## src/rtl/lsu_ctrl.sv

```systemverilog
// Load/store sequencer between decode/execute and a req/ack data bus.
// Builds strobes, replicates store data, extends loads, flags faults.
module lsu_ctrl #(
   parameter int unsigned TIMEOUT_CYCLES = 255,
   parameter int unsigned CNT_W          = 8
) (
   input  logic        clk,
   input  logic        rst,
   input  logic        start,
   input  logic        MemWr,
   input  logic        MemtoReg,
   input  logic [2:0]  MemOp,
   input  logic [31:0] addr,
   input  logic [31:0] wdata,
   output logic        stall,
   output logic        done,
   output logic [31:0] rdata,
   output logic [1:0]  fault,
   output logic        bus_req,
   output logic        bus_we,
   output logic [31:0] bus_addr,
   output logic [3:0]  bus_be,
   output logic [31:0] bus_wdata,
   input  logic        bus_ack,
   input  logic [31:0] bus_rdata
);

   typedef enum logic [1:0] {S_IDLE, S_REQ, S_DONE} state_t;

   state_t            r_state;
   state_t            w_next;
   logic [CNT_W-1:0]  r_cnt;
   logic [CNT_W-1:0]  w_cnt_inc;
   logic [1:0]        r_lane;
   logic [2:0]        r_op;
   logic              r_we;
   logic [31:0]       r_addr;
   logic [3:0]        r_be;
   logic [31:0]       r_bwd;
   logic [31:0]       r_rdata;
   logic [1:0]        r_fault;

   logic              w_accept;
   logic              w_is_half;
   logic              w_is_word;
   logic              w_illegal;
   logic              w_misal;
   logic [1:0]        w_fault;
   logic              w_bad;
   logic              w_timeout;
   logic [3:0]        w_be;
   logic [31:0]       w_bwd;
   logic [7:0]        w_byte;
   logic [15:0]       w_half;
   logic [31:0]       w_ld;

   assign w_accept  = start && (MemWr || MemtoReg) &&
                      (r_state == S_IDLE || r_state == S_DONE);
   assign w_is_half = (MemOp[2:1] == 2'b01);
   assign w_is_word = (MemOp == 3'b100);

   assign w_illegal = (MemWr && MemtoReg) ||
                      (MemtoReg && MemOp > 3'd4) ||
                      (MemWr && !(MemOp == 3'b000 ||
                                  MemOp == 3'b010 ||
                                  MemOp == 3'b100));
   assign w_misal   = (w_is_half && addr[0]) ||
                      (w_is_word && addr[1:0] != 2'b00);
   assign w_fault   = w_illegal ? 2'b10 : (w_misal ? 2'b01 : 2'b00);
   assign w_bad     = (w_fault != 2'b00);

   // Counter value after this cycle; reaching the limit ends the access.
   assign w_cnt_inc = r_cnt + 1'b1;
   assign w_timeout = (TIMEOUT_CYCLES != 0) &&
                      (w_cnt_inc == CNT_W'(TIMEOUT_CYCLES));

   always_comb begin
      w_be  = 4'b0001 << addr[1:0];
      w_bwd = {4{wdata[7:0]}};
      case (1'b1)
         w_is_word: begin
            w_be  = 4'b1111;
            w_bwd = wdata;
         end
         w_is_half: begin
            w_be  = 4'b0011 << {addr[1], 1'b0};
            w_bwd = {2{wdata[15:0]}};
         end
         default: ;
      endcase
   end

   assign w_byte = bus_rdata[8*r_lane +: 8];
   assign w_half = r_lane[1] ? bus_rdata[31:16] : bus_rdata[15:0];

   always_comb begin
      w_ld = bus_rdata;
      case (r_op)
         3'b000:  w_ld = {{24{w_byte[7]}}, w_byte};
         3'b001:  w_ld = {24'd0, w_byte};
         3'b010:  w_ld = {{16{w_half[15]}}, w_half};
         3'b011:  w_ld = {16'd0, w_half};
         default: w_ld = bus_rdata;
      endcase
   end

   always_ff @(posedge clk or posedge rst) begin
      if (rst) r_state <= S_IDLE;
      else     r_state <= w_next;
   end

   always_comb begin
      w_next = r_state;
      case (r_state)
         S_IDLE, S_DONE: begin
            if (w_accept) w_next = w_bad ? S_DONE : S_REQ;
            else          w_next = S_IDLE;
         end
         S_REQ: begin
            if (bus_ack || w_timeout) w_next = S_DONE;
         end
         default: w_next = S_IDLE;
      endcase
   end

   always_ff @(posedge clk or posedge rst) begin
      if (rst) begin
         r_cnt   <= '0;
         r_lane  <= 2'b00;
         r_op    <= 3'b000;
         r_we    <= 1'b0;
         r_addr  <= 32'd0;
         r_be    <= 4'd0;
         r_bwd   <= 32'd0;
         r_rdata <= 32'd0;
         r_fault <= 2'b00;
      end else if (w_accept) begin
         r_cnt  <= '0;
         r_lane <= addr[1:0];
         r_op   <= MemOp;
         r_we   <= MemWr;
         r_addr <= {addr[31:2], 2'b00};
         r_be   <= w_be;
         r_bwd  <= w_bwd;
         if (w_bad) begin
            r_rdata <= 32'd0;
            r_fault <= w_fault;
         end
      end else if (r_state == S_REQ) begin
         if (bus_ack) begin
            r_rdata <= r_we ? 32'd0 : w_ld;
            r_fault <= 2'b00;
         end else if (w_timeout) begin
            r_rdata <= 32'd0;
            r_fault <= 2'b11;
         end else begin
            r_cnt <= w_cnt_inc;
         end
      end
   end

   assign stall     = w_accept || (r_state == S_REQ);
   assign done      = (r_state == S_DONE);
   assign bus_req   = (r_state == S_REQ);
   assign bus_we    = r_we;
   assign bus_addr  = r_addr;
   assign bus_be    = r_be;
   assign bus_wdata = r_bwd;
   assign rdata     = r_rdata;
   assign fault     = r_fault;

endmodule

```

## config.mk

```make
export PLATFORM = sky130hd
export DESIGN_NAME = lsu_ctrl
export DESIGN_NICKNAME = d
export VERILOG_FILES = /design/src/rtl/lsu_ctrl.sv
export SDC_FILE = /design/constraint.sdc
export NUM_CORES = 1
export LEC_CHECK = 0
export BUFFER_PORTS_ARGS = -buffer_cell sky130_fd_sc_hd__buf_4
export CAP_MARGIN = 20
export CORE_MARGIN = 8
export CORE_UTILIZATION = 50
export DETAILED_ROUTE_END_ITERATION = 12
export GPL_TIMING_DRIVEN = 0
export PLACE_DENSITY = 0.81
export SYNTH_ARGS = -nofsm -noshare
export SYNTH_HDL_FRONTEND = slang
export SYNTH_SLANG_ARGS = --single-unit
```

## constraint.sdc

```tcl
create_clock -name clk -period 4 [get_ports clk]
set_input_delay 0 -clock clk [delete_from_list [all_inputs] [get_ports clk]]
set_output_delay 0 -clock clk [all_outputs]
set_load 0.005 [all_outputs]
```

======== Yosys cells after proc, flatten, opt, wreduce, memory -nomap -nowiden ========
Index checks and enable logic that the tools add are counted.
cells by class
  add/subtract/negate cells ............... 1
  $lt $le $gt $ge ......................... 1
  equality and inequality tests ........... 13
  shift operators ......................... 3
  mux-type cells .......................... 27
  reduce and logical (&&, ||, !) cells .... 27
operators by type and width
  cell                                                                     number
  32-bit 2-to-1 mux                                                        8
  32-bit case mux with 4 select lines                                      1
  8-bit 2-to-1 mux                                                         4
  32-bit by 6-bit indexed part select with 8-bit output                    1
  2-bit 2-to-1 mux                                                         9
  16-bit 2-to-1 mux                                                        1
  3-bit by 2-bit equality test with 1-bit output, second input constant    3
  1-bit logical OR                                                         9
  8-bit by 1-bit adder with 8-bit output, second input constant            1
  8-bit equality test, second input constant                               1
  4-bit 2-to-1 mux                                                         2
  1-bit logical AND                                                        7
  3-bit logical NOT                                                        2
  2-bit by 1-bit inequality test with 1-bit output, second input constant  3
  3-bit AND reduction                                                      2
  2-bit nonzero test                                                       3
  2-bit by 1-bit equality test with 1-bit output, second input constant    2
  2-bit case mux with 2 select lines                                       1
  1-bit by 2-bit << shifter with 4-bit output, first input constant        1
  2-bit by 2-bit << shifter with 4-bit output, first input constant        1
  3-bit by 1-bit equality test with 1-bit output, second input constant    1
  3-bit equality test, second input constant                               1
  3-bit > comparator, second input constant                                1
  3-bit nonzero test                                                       1
  other kinds (6)                                                          6
word-level totals
  register bits ........................... 116
  input bits .............................. 105
  output and inout bits ................... 106
  logic and storage cells ................. 82

======== Depth between registers and ports, before layout ========
  depth after elaboration ................. 11
  gate-level depth with buffers ........... 9
  gate-level depth less buffers ........... 7

======== Worst setup path after synthesis ========
OpenSTA, ideal clock, no wires.
  kind .................................... flip-flop to flip-flop
  start ................................... reg r_cnt[0]
  end ..................................... reg r_rdata[10], in the netlist rdata[10]
  setup time .............................. 0.128 ns
  data arrival time ....................... 2.326 ns
  data required time ...................... 3.872 ns
  path slack .............................. 1.546 ns
  cell stages (with the launch flop) ...... 9
  buffers on the path ..................... 2
  period minus slack after synthesis ...... 2.454 ns
  cell sequence ........................... dfrtp_1 -> ha_1 -> and3_1 -> mux2_2 -> a21o_1 -> buf_2 -> o311ai_4 -> buf_6 -> mux2_1
on the way
  word-level cells in the longest chain between the ends .. 4
RTL lines
  what                                    RTL line  text
  from (decl)                             32        logic [CNT_W-1:0] r_cnt;
  from (signal assigned)                  157       r_cnt <= w_cnt_inc;
  8-bit by 1-bit adder with 8-bit output  73        assign w_cnt_inc = r_cnt + 1'b1;
  8-bit equality test                     75        (w_cnt_inc == CNT_W'(TIMEOUT_CYCLES));
  3-bit nonzero test (no line)            -
  3-bit AND reduction (no line)           -
  to (signal assigned)                    151       r_rdata <= r_we ? 32'd0 : w_ld;
  to (decl)                               40        logic [31:0] r_rdata;
Every way passes these cells.
A chain may end at the register's enable or synchronous reset.

======== Worst setup path in the final report ========
  start ................................... reg r_cnt[0]
  end ..................................... reg r_rdata[12], in the netlist rdata[12]
The elaborated chain is that of the path after synthesis.

==> reports/qor.yml <==
sta:
  clock.fmax_ghz: 0.354
  max_slew_margin_pct: 29.7
  skew_ns: 0.0110
  tightestPinTransition_ns: 1.05
  report.final.slew_viol_count: 0
  timing.final.crit_share_pct: 70.7
  fin_crit_ns: 2.83
  finalSetupTns_ns: 0
  finalSetupViolCount: 0
  rsz0062_at_grt: "false"
  timing.final.ws_setup_ns: 1.17
  hold_viol_final: 0
logic_synthesis:
  synth_xor_area_share_pct: 0.312
  synth-async-reset-ratio_pct: 100
  synth_simple_gate_area_share_pct: 17.8
  synth_area_per_cell_um2: 9.06
  yosys_warnings: 0
  synth_area_um2: 5620
  synth_compound_area_share_pct: 14.2
  synth.ff_latch_count: 116
  synth_edf_count: 0
  netlist_instances: 620
  synthMuxAreaShare_pct: 9.66
  ys_seq_area_share_pct: 51.7
  synth_cell_types: 51
  yosys.area_share.adder_pct: 0.445
  synth_top_family_by_area: "simple AND/OR/NAND/NOR gates"
  synth_ff_type: "dfrtp_1"
detailed_routing:
  routed_wl_um: 22100
  vias: 6240
  drt_first_pass_iters: 5
  vias_per_cell: 5.61
  postRouteAntennaNets: 0
  first_iter_violations: 694
  wl_per_cell_um: 19.9
  drc: 0
cells_and_area:
  final_cell_mix: "210 x buf_4, 185 x nand2_1, 116 x dfrtp_1"
  fillCellCount: 583
  nets: 1066
  fin_util_pct: 83.7
  stdcell_count: 1113
  final_common_cell: "buf_4"
  drive_above_1_share_pct: 27.2
  syn2layout_area_growth_pct: 62.2
placement:
  globalplace.congestion: 0.904
  dp_hpwl_um: 14100
  portBuffers: 208
  dp_slack_ns: 1.22
  dp.cells: 970
setup_path:
  start_kind: "register"
  r2r_start: "r_cnt[0]$_DFFE_PP0P_"
  crit_type: "register to register"
  r2r_slack_ns: 1.17
  cp.required_ns: 4.39
  crit_end: "rdata[12]$_DFFE_PP0P_"
  critPathMaxFanout: 10
  end_kind: "register"
  startpoint: "r_cnt[0]$_DFFE_PP0P_"
  crit_arrival_ns: 3.22
  reg2regPathDepth: 8
  worst_r2r_endpoint: "rdata[12]$_DFFE_PP0P_"
min_path:
  holdPathStages: 4
  hp-class: "input pin to register"
global_routing:
  gr-total-overflow: 0
  grt_max_degree: 72
  antenna_found_initial: 1
  grt_first_pass_wirelength_um: 35000
  grt_use_total_pct: 30.1
  grt_pass1_vias: 6706
clock_tree:
  cts-resized-gates: 0
  cts_sinks: 116
  clkTransAtPathRegs_ns: 0.06
  numCtsBuffers: 17
  insertion_delay_ns: 0.52
  cts_setup_buffers: 0
  clock_path_buffers: 2
  cts_tree: "yes"
  root_buffer: "clkbuf_8"
  ctsHoldBuffers: 110
  htree_levels: 4
run_status:
  status: "finished clean"
floorplan:
  rows: 38
  core_um2: 10900
  dieArea_um2: 14900
  ios: 211
  die_y_um: 122
  die-width_um: 122
  initial_core_util_pct: 51.6
pwr:
  p_per_area_nw_per_um2: 484
  p_leak_uw: 0.00452
  peakVddDrop_uv: 273
  power_uw: 4410
run:
  drv_cap: 0
## sequential cells by signal, indices dropped and copies added, names as in the netlist
| name | flops |
|---|---|
| r_lane | 2 |
| r_state | 2 |
| bus_we | 1 |
| r_op | 3 |
| fault | 2 |
| r_cnt | 8 |
| rdata | 32 |
| bus_addr | 30 |
| bus_wdata | 32 |
| bus_be | 4 |
## kinds of logic (layout without fill, tap and decap cells)
| logic type | count (synthesis) | after routing |
|---|---|---|
| buf+inv | 79 | 430 |
| compound gates | 125 | 125 |
| other cells | 1 | 3 |
| xor+xnor | 2 | 2 |
| flops | 116 | 116 |
| mux | 52 | 52 |
| fa+ha+maj | 2 | 2 |
| simple gates | 243 | 243 |
## cells in the mapped netlist (8+ instances only)
cell / instances / area, µm²
nand2_1: 185 / 694
dfrtp_1: 116 / 2900
o21ai_0: 57 / 285
mux2i_1: 43 / 430
inv_1: 42 / 158
nor2_1: 26 / 97.6
clkbuf_1: 22 / 82.6
a21oi_1: 17 / 85.1
a31oi_1: 14 / 87.6
buf_1: 9 / 33.8
a221oi_1: 8 / 70.1
## per-layer routing
metal | track usage, % | part of all wire, % | up-vias
met4 | 19.4 | 5.5 | 0
met2 | 51.0 | 51 | 412
met1 | 32.1 | 34 | 2966
li1 | - | - | 2755
met5 | 0 | 0 | -
met3 | 9.25 | 9.4 | 107
## worst max-delay path, cell delays in order (launching register included)
cell and delay, ns:
dfrtp_1 0.43, ha_1 0.22, and3_1 0.25, mux2_2 0.37, a21o_1 0.15, buf_2 0.18
o311ai_4 0.50, buf_6 0.25, mux2_1 0.35
## area by class of cell
cell class	count	area (µm²)	share of cell area, %
well taps	140	175	1.92
clock buffers	19	442	4.85
diodes	1	2.50	0.0275
plain buffers	37	170	1.87
multi-input cells	426	2390	26.2
repair buffers	319	2690	29.5
flip-flops and latches	116	2900	31.9
clock inverters	13	179	1.96
inverters	42	160	1.76
## worst min-delay path by stage
stage,startpoint,to,slack (ns)
after floorplan,addr[10],bus_addr[10]$_DFFE_PP0N_,0.11
after detailed placement,rst,bus_addr[11]$_DFFE_PP0N_,0.12
final,MemtoReg,r_state[0]$_DFFE_PP0P_,0.07
after global routing,MemtoReg,r_state[0]$_DFFE_PP0P_,0.07
after CTS,MemtoReg,r_state[0]$_DFFE_PP0P_,0.03
after global placement,addr[17],bus_addr[17]$_DFFE_PP0N_,0.19
## report_power, final
part | switching (µW) | internal (µW)
registers | 167 | 1410
logic | 606 | 629
clock network | 556 | 1040
total | 1330 | 3080
## metrics by stage
stage | hold WS [ns] | cell area (µm²)
5_1_grt | 0.0732 | 9110
2_1_floorplan | 0.105 | 5620
6_report | 0.0660 | 9110
3_3_place_gp | 0.190 | 7360
3_5_place_dp | 0.122 | 7390
4_1_cts | 0.0342 | 9110
(Power assumes the default switching activity.)
